**config.mk**
```make
export PLATFORM = sky130hd
export DESIGN_NAME = multdiv_ctrl
export DESIGN_NICKNAME = d
export VERILOG_FILES = /design/src/rtl/multdiv_ctrl.sv
export SDC_FILE = /design/constraint.sdc
export NUM_CORES = 1
export LEC_CHECK = 0
export CAP_MARGIN = 20
export CORE_UTILIZATION = 45
export CTS_BUF_LIST = sky130_fd_sc_hd__clkbuf_8
export CTS_CLUSTER_DIAMETER = 120
export DETAILED_ROUTE_END_ITERATION = 8
export DONT_BUFFER_PORTS = 1
export PLACE_DENSITY = 0.57
export SLEW_MARGIN = 20
export SYNTH_ARGS = -nofsm -noshare
export SYNTH_HDL_FRONTEND = slang
export SYNTH_SLANG_ARGS = --single-unit
```
**constraint.sdc**
```tcl
create_clock -name clock -period 5.52 [get_ports clock]
set_input_delay 1.104 -clock clock [delete_from_list [all_inputs] [get_ports clock]]
set_output_delay 1.104 -clock clock [all_outputs]
set_load 0.01 [all_outputs]
```
**src/rtl/multdiv_ctrl.sv**
```systemverilog
// ---------------------------------------------------------------------------
// multdiv_ctrl
//
// Sequences one multiply or divide operation through an external multdiv unit
// and offers the result for writeback.
//
//   IDLE  : accepts an operation (issue_ready=1) and captures opA/opB/is_div/rd
//   START : one-cycle md_ctrl_MULT or md_ctrl_DIV pulse to the unit
//   WAIT  : counts cycles. md_resultRDY is accepted once the counter reaches
//           MIN_LATENCY. At TIMEOUT_CYCLES without a result, an exception
//           writeback is forced.
//   DONE  : wb_valid=1 until wb_ack. An operation with rd=0 has no
//           destination, so it skips DONE and returns straight to IDLE.
//
// Ports
//   clock, resetn                   clock, synchronous active-low reset
//   issue_valid/is_div/opA/opB/rd   operation request
//   issue_ready                     controller accepts a request this cycle
//   md_operandA/B, md_ctrl_MULT/DIV operands and start pulses to the unit
//   md_result/exception/resultRDY   unit response
//   wb_valid/rd/data/exception      writeback offer
//   wb_ack                          writeback consumer takes the offer
//   hazard_rs1/rs2, hazard_stall    decode source tags against the pending rd
//   busy                            controller not in IDLE
// ---------------------------------------------------------------------------
module multdiv_ctrl #(
  parameter int unsigned TIMEOUT_CYCLES = 64,
  parameter int unsigned MIN_LATENCY    = 2
) (
  input  logic        clock,
  input  logic        resetn,
  input  logic        issue_valid,
  input  logic        issue_is_div,
  input  logic [31:0] issue_opA,
  input  logic [31:0] issue_opB,
  input  logic [4:0]  issue_rd,
  output logic        issue_ready,
  output logic [31:0] md_operandA,
  output logic [31:0] md_operandB,
  output logic        md_ctrl_MULT,
  output logic        md_ctrl_DIV,
  input  logic [31:0] md_result,
  input  logic        md_exception,
  input  logic        md_resultRDY,
  output logic        wb_valid,
  output logic [4:0]  wb_rd,
  output logic [31:0] wb_data,
  output logic        wb_exception,
  input  logic        wb_ack,
  input  logic [4:0]  hazard_rs1,
  input  logic [4:0]  hazard_rs2,
  output logic        hazard_stall,
  output logic        busy
);

  typedef enum logic [1:0] {
    S_IDLE  = 2'd0,
    S_START = 2'd1,
    S_WAIT  = 2'd2,
    S_DONE  = 2'd3
  } state_t;

  localparam logic [7:0] MIN_LAT = 8'(MIN_LATENCY);
  localparam logic [7:0] TMO     = 8'(TIMEOUT_CYCLES);

  state_t      state;
  logic [31:0] op_a;
  logic [31:0] op_b;
  logic        is_div;
  logic [4:0]  rd;
  logic [7:0]  cnt;
  logic [31:0] res_data;
  logic        res_exc;

  logic accept;
  logic timeout;
  logic has_rd;

  // Ready is only trusted once the unit's minimum latency has elapsed, so a
  // ready left high from a previous operation cannot be taken as this result.
  assign accept  = (state == S_WAIT) && md_resultRDY && (cnt >= MIN_LAT);
  assign timeout = (state == S_WAIT) && (cnt == TMO);
  assign has_rd  = (rd != 5'd0);

  // NOTE: every state register is assigned with <= so that all of them update
  // from the same pre-edge values. Blocking assignments here would let later
  // lines observe values written earlier in the same edge.
  always_ff @(posedge clock) begin
    if (!resetn) begin
      // NOTE: the reset clears every register here. No register is left to
      // power-up garbage, because a result arriving after a mid-operation
      // reset must find nothing pending.
      state    <= S_IDLE;
      op_a     <= '0;
      op_b     <= '0;
      is_div   <= 1'b0;
      rd       <= '0;
      cnt      <= '0;
      res_data <= '0;
      res_exc  <= 1'b0;
    end else begin
      case (state)
        S_IDLE: begin
          if (issue_valid) begin
            op_a   <= issue_opA;
            op_b   <= issue_opB;
            is_div <= issue_is_div;
            rd     <= issue_rd;
            cnt    <= '0;
            state  <= S_START;
          end
        end
        S_START: begin
          cnt   <= '0;
          state <= S_WAIT;
        end
        S_WAIT: begin
          // A result accepted in the same cycle as the timeout takes priority.
          if (accept) begin
            res_data <= md_result;
            res_exc  <= md_exception;
            state    <= has_rd ? S_DONE : S_IDLE;
          end else if (timeout) begin
            res_data <= '0;
            res_exc  <= 1'b1;
            state    <= has_rd ? S_DONE : S_IDLE;
          end else if (cnt != 8'hFF) begin
            cnt <= cnt + 8'd1;
          end
        end
        S_DONE: begin
          if (wb_ack) state <= S_IDLE;
        end
      endcase
    end
  end

  // Outputs are decoded from registered state. They are additionally forced to
  // their idle values while resetn is low, so they are correct during reset
  // even before the first reset edge has been taken.
  assign issue_ready  = !resetn || (state == S_IDLE);
  assign busy         = resetn && (state != S_IDLE);
  assign md_ctrl_MULT = resetn && (state == S_START) && !is_div;
  assign md_ctrl_DIV  = resetn && (state == S_START) &&  is_div;
  assign md_operandA  = resetn ? op_a : '0;
  assign md_operandB  = resetn ? op_b : '0;
  assign wb_valid     = resetn && (state == S_DONE);
  assign wb_rd        = rd;
  assign wb_data      = res_data;
  assign wb_exception = res_exc;
  assign hazard_stall = busy && has_rd &&
                        ((hazard_rs1 == rd) || (hazard_rs2 == rd));

endmodule
```
==> metrics, run 1 <==
DR vias/cell about 5.5; final core utilization 51.6%; Setup violations, final 0; crit path kind input pin to primary output; IO Count roughly 230; Layout Nets 657; reg2reg setup slack 3.28 ns; Avg Cell Area, Syn 8.33 um2; hold_buf cts 0; vias in the first global route about 3400; crit path DAT 2.02 ns; core area 9820 um2; routability cong. 0.777; Worst Max-Slew Pin Slew 0.821 ns; CP endpoint wb_valid; count of maximum capacitance violations 0; Critical R2R Launch cnt[0]; die area 10600 um2; setup TNS 0 ns; antenna violations before repair 0; die height 103 um; total wire length 11.3 mm; share of layout cells above drive strength 1 8.93%; Reg-to-Reg End wb_data[2]; R2R cell count 7; GRT overflow 0; CTS Buf Count 17; post-synthesis sequential area ratio 49.2%; synthesized cell area 4600 um2; DIE WIDTH 103 um; Post-Synthesis Cells 552; Area Growth Syn to Fin 10.3%; post-route insts no fill 682; DRC viols 0; vias 3767; post_cts resized 0; #FFs+latches synth around 110; worst rel slew slack 45.3%; syn_nets about 670; Max Clock Skew 0.0125 ns; GRT Overall Usage between 20% and 30%; status finished, final reports clean; Final period util a little under three fifths; RSZ-0062 raised after global routing false; largest net degree at the start of global routing 76; initial detailed-routing violation count 126; Clk Latency, worst-skew pair 0.42 ns; DP Wirelength approximately 7.7 mm; first-pass GRT wire length about 16 mm; pwr/cell area 360 nW/um2; clock sink count 113; Routed Antenna Nets 0; synthesis warning total 0; WL/cell ~17 um; row count 36; Worst EP required between 4 and 5 ns; Inst Count DP 650; CP Capture Type primary output; hold slack 0.450 ns; Pre-Repair DR Iteration Count 4; ANT cells 0; Netlist cell types 35; Starting Density 46.8%; input/output buffers 0; Worst-path clk slew 0.06 ns; clk root buf clkbuf_8; Post-CTS Setup Repair Bufs 0; Worst Hold Class flip-flop to flip-flop; Final Power 1820 uW; leakage power 0.00192 uW; CTS tree done; Pins Over Slew Limit 0; count of final hold-check violations 0; clk buf depth 2; min cycle time layout between 3 and 4 ns; maximum VDD drop 164 uV; Critical Path Start resetn; Max Clk Rate about 0.32 GHz; CP Max Fanout 75; CTS H-tree depth 4; startpoint types input pin
==> state kept, by name, summed over array words and instances, names as in the netlist <==
signal and count:
wb_rd 5, is_div 1, wb_exception 1, wb_data 32, state 2, op_b 32
op_a 32, cnt 8
==> per-layer routing <==
| metal | routed length [um] | GRT usage, % | up-vias |
|---|---|---|---|
| met1 | 4520 | 22.9 | 1762 |
| li1 | - | - | 1832 |
| met2 | 5410 | 31.5 | 151 |
| met4 | 237 | 11.2 | 0 |
| met3 | 1170 | 8.68 | 22 |
| met5 | 0 | 0 | - |
==> through the flow <==
stage | cell area, um2 | worst slack [ns]
6_report | 5070 | 2.40
5_1_grt | 5070 | 2.34
3_5_place_dp | 4650 | 2.41
2_1_floorplan | 4600 | 2.58
3_3_place_gp | 4640 | 2.43
4_1_cts | 5070 | 2.42
==> cell usage in the layout (no fill, tap or decap), drive strengths merged, types with 6 or more instances in the layout <==
cell type  Yosys  layout
nand2        148     148
dfxtp        113     113
a21oi         77      77
and2          65      65
a22o          32      32
clkbuf        35      18
nor2           9       9
o21ai          6       6
nand3          6       6
nor3           6       6
inv            4       6
==> how the worst min path moves through the flow <==
stage	start	to	slack (ns)	cells past startpoint
5_1_grt	op_b[23]	op_b[23]	0.47	2
2_1_floorplan	op_a[0]	op_a[0]	0.43	2
4_1_cts	op_b[0]	op_b[0]	0.45	2
6_report	op_a[22]	op_a[22]	0.45	2
3_5_place_dp	op_b[23]	op_b[23]	0.44	2
3_3_place_gp	op_b[15]	op_b[15]	0.44	2
==> critical path: stages <==
cell and delay (ns):
inv_2 0.03, buf_4 0.64, nor2_1 0.21
==> Yosys cell counts <==
cell type	count	area [um2]
and3_1	1	6.26
xor2_1	5	43.8
and2_1	65	407
buf_2	4	20.0
o21ai_0	6	30.0
nor4_1	2	12.5
a22o_1	32	280
a31o_2	2	17.5
dfxtp_1	113	2260
nor3b_1	1	7.51
o221a_2	2	22.5
a311oi_1	1	8.76
xnor2_1	5	43.8
nor4_2	1	12.5
nand3_1	6	30.0
nor2b_1	1	6.26
nor2_1	9	33.8
a31oi_1	1	6.26
o211a_4	1	17.5
a21boi_1	1	7.51
a21oi_1	77	385
ha_1	3	37.5
inv_1	4	15.0
o31ai_1	4	30.0
o31a_2	1	10.0
nor3_1	5	25.0
or4_1	5	37.5
nand4_1	3	18.8
and4_1	1	8.76
nor3_4	1	16.3
o21a_1	3	22.5
clkbuf_1	35	131
o211ai_1	2	15.0
nand2_1	148	556
buf_6	1	11.3
==> final cells by class <==
cell class / instances / area (um2)
tap: 133 / 166
sequential: 113 / 2260
clock inverter: 14 / 165
clock buffer: 18 / 248
multi-input combinational: 395 / 2170
fill: 1036 / 4750
timing repair buffer: 5 / 41.3
inverter: 4 / 15.0
==> power breakdown <==
part	leakage, uW	switching [uW]	internal [uW]
clock network	0.000202	343	456
registers	0.000921	23.6	852
logic	0.000793	99.5	49.1
total	0.00192	466	1360
==> kinds of logic after synthesis <==
kind of cell,after synthesis,share of synthesized area [%]
compound gates,133,18.6
flops,113,49.2
fa+ha+maj,3,0.817
simple gates,249,25.6
xor+xnor,10,1.91
buf+inv,44,3.87
Note: power is estimated with default switching activity, not from simulation.
==> run 2: changes to the inputs <==
Clock period 5.52 ns to 2.9 ns, I/O delays scaled along.
==> metrics, run 2 (same netlist as run 1, synthesis figures left out) <==
status finished, final reports clean; R2R cell count 7 (unchanged); clk buf depth 2 (unchanged); setup TNS 0 ns (unchanged); routability cong. 0.801 (+3.1%); global-route track usage on met3 9.08% (+0.41 points); fillers 966 (-6.8%); clock sink count 113 (unchanged); sw power 923 uW (+98%); row count 36 (unchanged); Final period util 80.9%; post-route setup slack 0.552 ns (-1.84 ns); vias 3762 (-0.13%); Pins Over Slew Limit 0 (unchanged); Routed Antenna Nets 0 (unchanged); layer with the highest usage met2; Seq pwr share 47.2% (-0.8 points); startpoint types flip-flop; Worst Hold Class input pin to flip-flop; CTS tree done; Critical R2R Launch cnt[0]; Pint 2610 uW (+92%); input/output buffers 0 (unchanged); Starting Density 46.8% (unchanged); commonest non-fill, non-tap cell in the layout nand2_1; GRT Overall Usage 21.2% (+1.2 points); DIE WIDTH 103 um (unchanged); CP endpoint hazard_stall; ANT cells 0 (unchanged); Reg-to-Reg End cnt[6]; reg2reg setup slack 0.77 ns (-2.51 ns); clock share of power 44.4% (+0.6 points); DRC viols 0 (unchanged); IO Count 226 (unchanged); Worst-path clk slew 0.08 ns (+0.02 ns); crit path kind flip-flop to primary output; Pre-Repair DR Iteration Count 4 (unchanged); Post-Layout Inst Area 5110 um2 (+0.89%); Setup violations, final 0 (unchanged); share of layout cells above drive strength 1 9.44% (+0.51 points); Layout Nets 659 (+0.30%); CTS Buf Count 17 (unchanged); first-pass GRT wire length 17.1 mm (+5.8%); post_cts resized 0 (unchanged); Post-CTS Setup Repair Bufs 0 (unchanged); GRT met2 Usage 35.5% (+4.0 points); switching part of the total 26.1% (+0.57 points); Max Clk Rate 0.426 GHz; Clk Latency, worst-skew pair 0.42 ns (about the same); Inst Count DP 652 (+0.31%); Worst EP required 2.32 ns (-2.10 ns); total wire length 11.6 mm (+2.1%); leakage power 0.00194 uW (+1.1%); Area Growth Syn to Fin 11.2%; core area 9820 um2 (unchanged); Critical Path Start state[1]; die height 103 um (unchanged); final core utilization 52.1% (+0.46 points); post-route insts no fill 684 (+0.29%); worst rel slew slack 41.7% (-3.5 points); pre-CTS setup slack 0.797 ns (-1.62 ns); count of maximum capacitance violations 0 (unchanged); min cycle time layout 2.35 ns; maximum VDD drop 340 uV (+110%); Global Route met1 Usage 23.6% (+0.70 points); CP max stage delay 0.56 ns (-0.08 ns); GRT overflow 0 (unchanged); antenna violations before repair 0 (unchanged); RSZ-0062 raised after global routing false; vias in the first global route 3589 (+5.3%); Max Clock Skew 0.00777 ns (-0.00469 ns); CP cell instances o21ai_0, nor3_1; WL/cell 16.9 um (+1.8%); largest net degree at the start of global routing 71 (-6.6%); Worst path slowest cell dfxtp_1; die area 10600 um2 (unchanged); initial detailed-routing violation count 177 (+40%); CP Capture Type primary output; most frequent cells in the layout nand2_1, dfxtp_1, a21oi_1; clk root buf clkbuf_8; Post-DP Area 4690 um2 (+0.67%); DR vias/cell 5.50 (-0.42%); CTS H-tree depth 4 (unchanged); Worst Max-Slew Pin Slew 0.865 ns (+0.0440 ns); Gate power share 8.4% (+0.3 points); crit path DAT 1.77 ns (-0.25 ns); DP Wirelength 7.75 mm (+1.2%); hold_buf cts 0 (unchanged); CP Max Fanout 12 (-84%); pwr/cell area 691 nW/um2 (+92%); count of final hold-check violations 0 (unchanged)
[run 2: cell count changes in the layout (fill, tap and decap cells not counted)]
cell,previous run,this run
nor2_2,1,2
buf_6,1,0
inv_1,4,3
inv_6,1,4
buf_12,0,2
clkinvlp_4,4,3
buf_4,4,5
clkinv_2,3,1
clkinv_4,2,3
nor2_4,1,0
[run 2: cell type report]
class / instances / area (um2) / share of cell area [%]
sequential: 113 / 2260 / 44.2
multi-input combinational: 395 / 2160 / 42.3
clock buffer: 18 / 248 / 4.85
clock inverter: 14 / 179 / 3.50
tap: 133 / 166 / 3.26
timing repair buffer: 7 / 77.6 / 1.52
inverter: 4 / 15.0 / 0.294
[run 2: layer usage]
metal	vias up	wire, um
li1	1832	-
met1	1768	4680
met2	147	5660
met3	15	1070
met4	0	161
met5	-	0
[run 2: worst min path at each step]
stage                              from         end  slack (ns)  cells past startpoint
after floorplan                 op_a[0]     op_a[0]        0.43                      2
after global placement         op_b[17]    op_b[17]        0.44                      2
after detailed placement       op_a[21]    op_a[21]        0.44                      2
after CTS                 issue_opB[27]    op_b[27]        0.25                      2
after global routing       md_result[6]  wb_data[6]        0.25                      1
final                     issue_opB[28]    op_b[28]        0.29                      2
[run 2: power groups by stage]
stage	Sequential [uW]	Combinational, uW	Clock, uW
2_1_floorplan	1690	247	0
3_3_place_gp	1700	292	0
3_5_place_dp	1700	300	0
4_1_cts	1670	301	1620
5_1_grt	1680	335	1680
6_report	1670	296	1570
[run 2: worst max-delay path: cells and delay by family (launching register included)]
family | cells | cell delay (ns)
and+or+nand+nor | 1 | 0.44
AOI/OAI and AO/OA | 1 | 0.36
DFF | 1 | 0.56
[run 2: metrics by stage]
step | power [uW] | hold slack, ns
floorplan | 1930 | 0.432
global route | 3700 | 0.253
detailed placement | 2000 | 0.443
global placement | 1990 | 0.438
CTS | 3590 | 0.253
finish | 3530 | 0.287
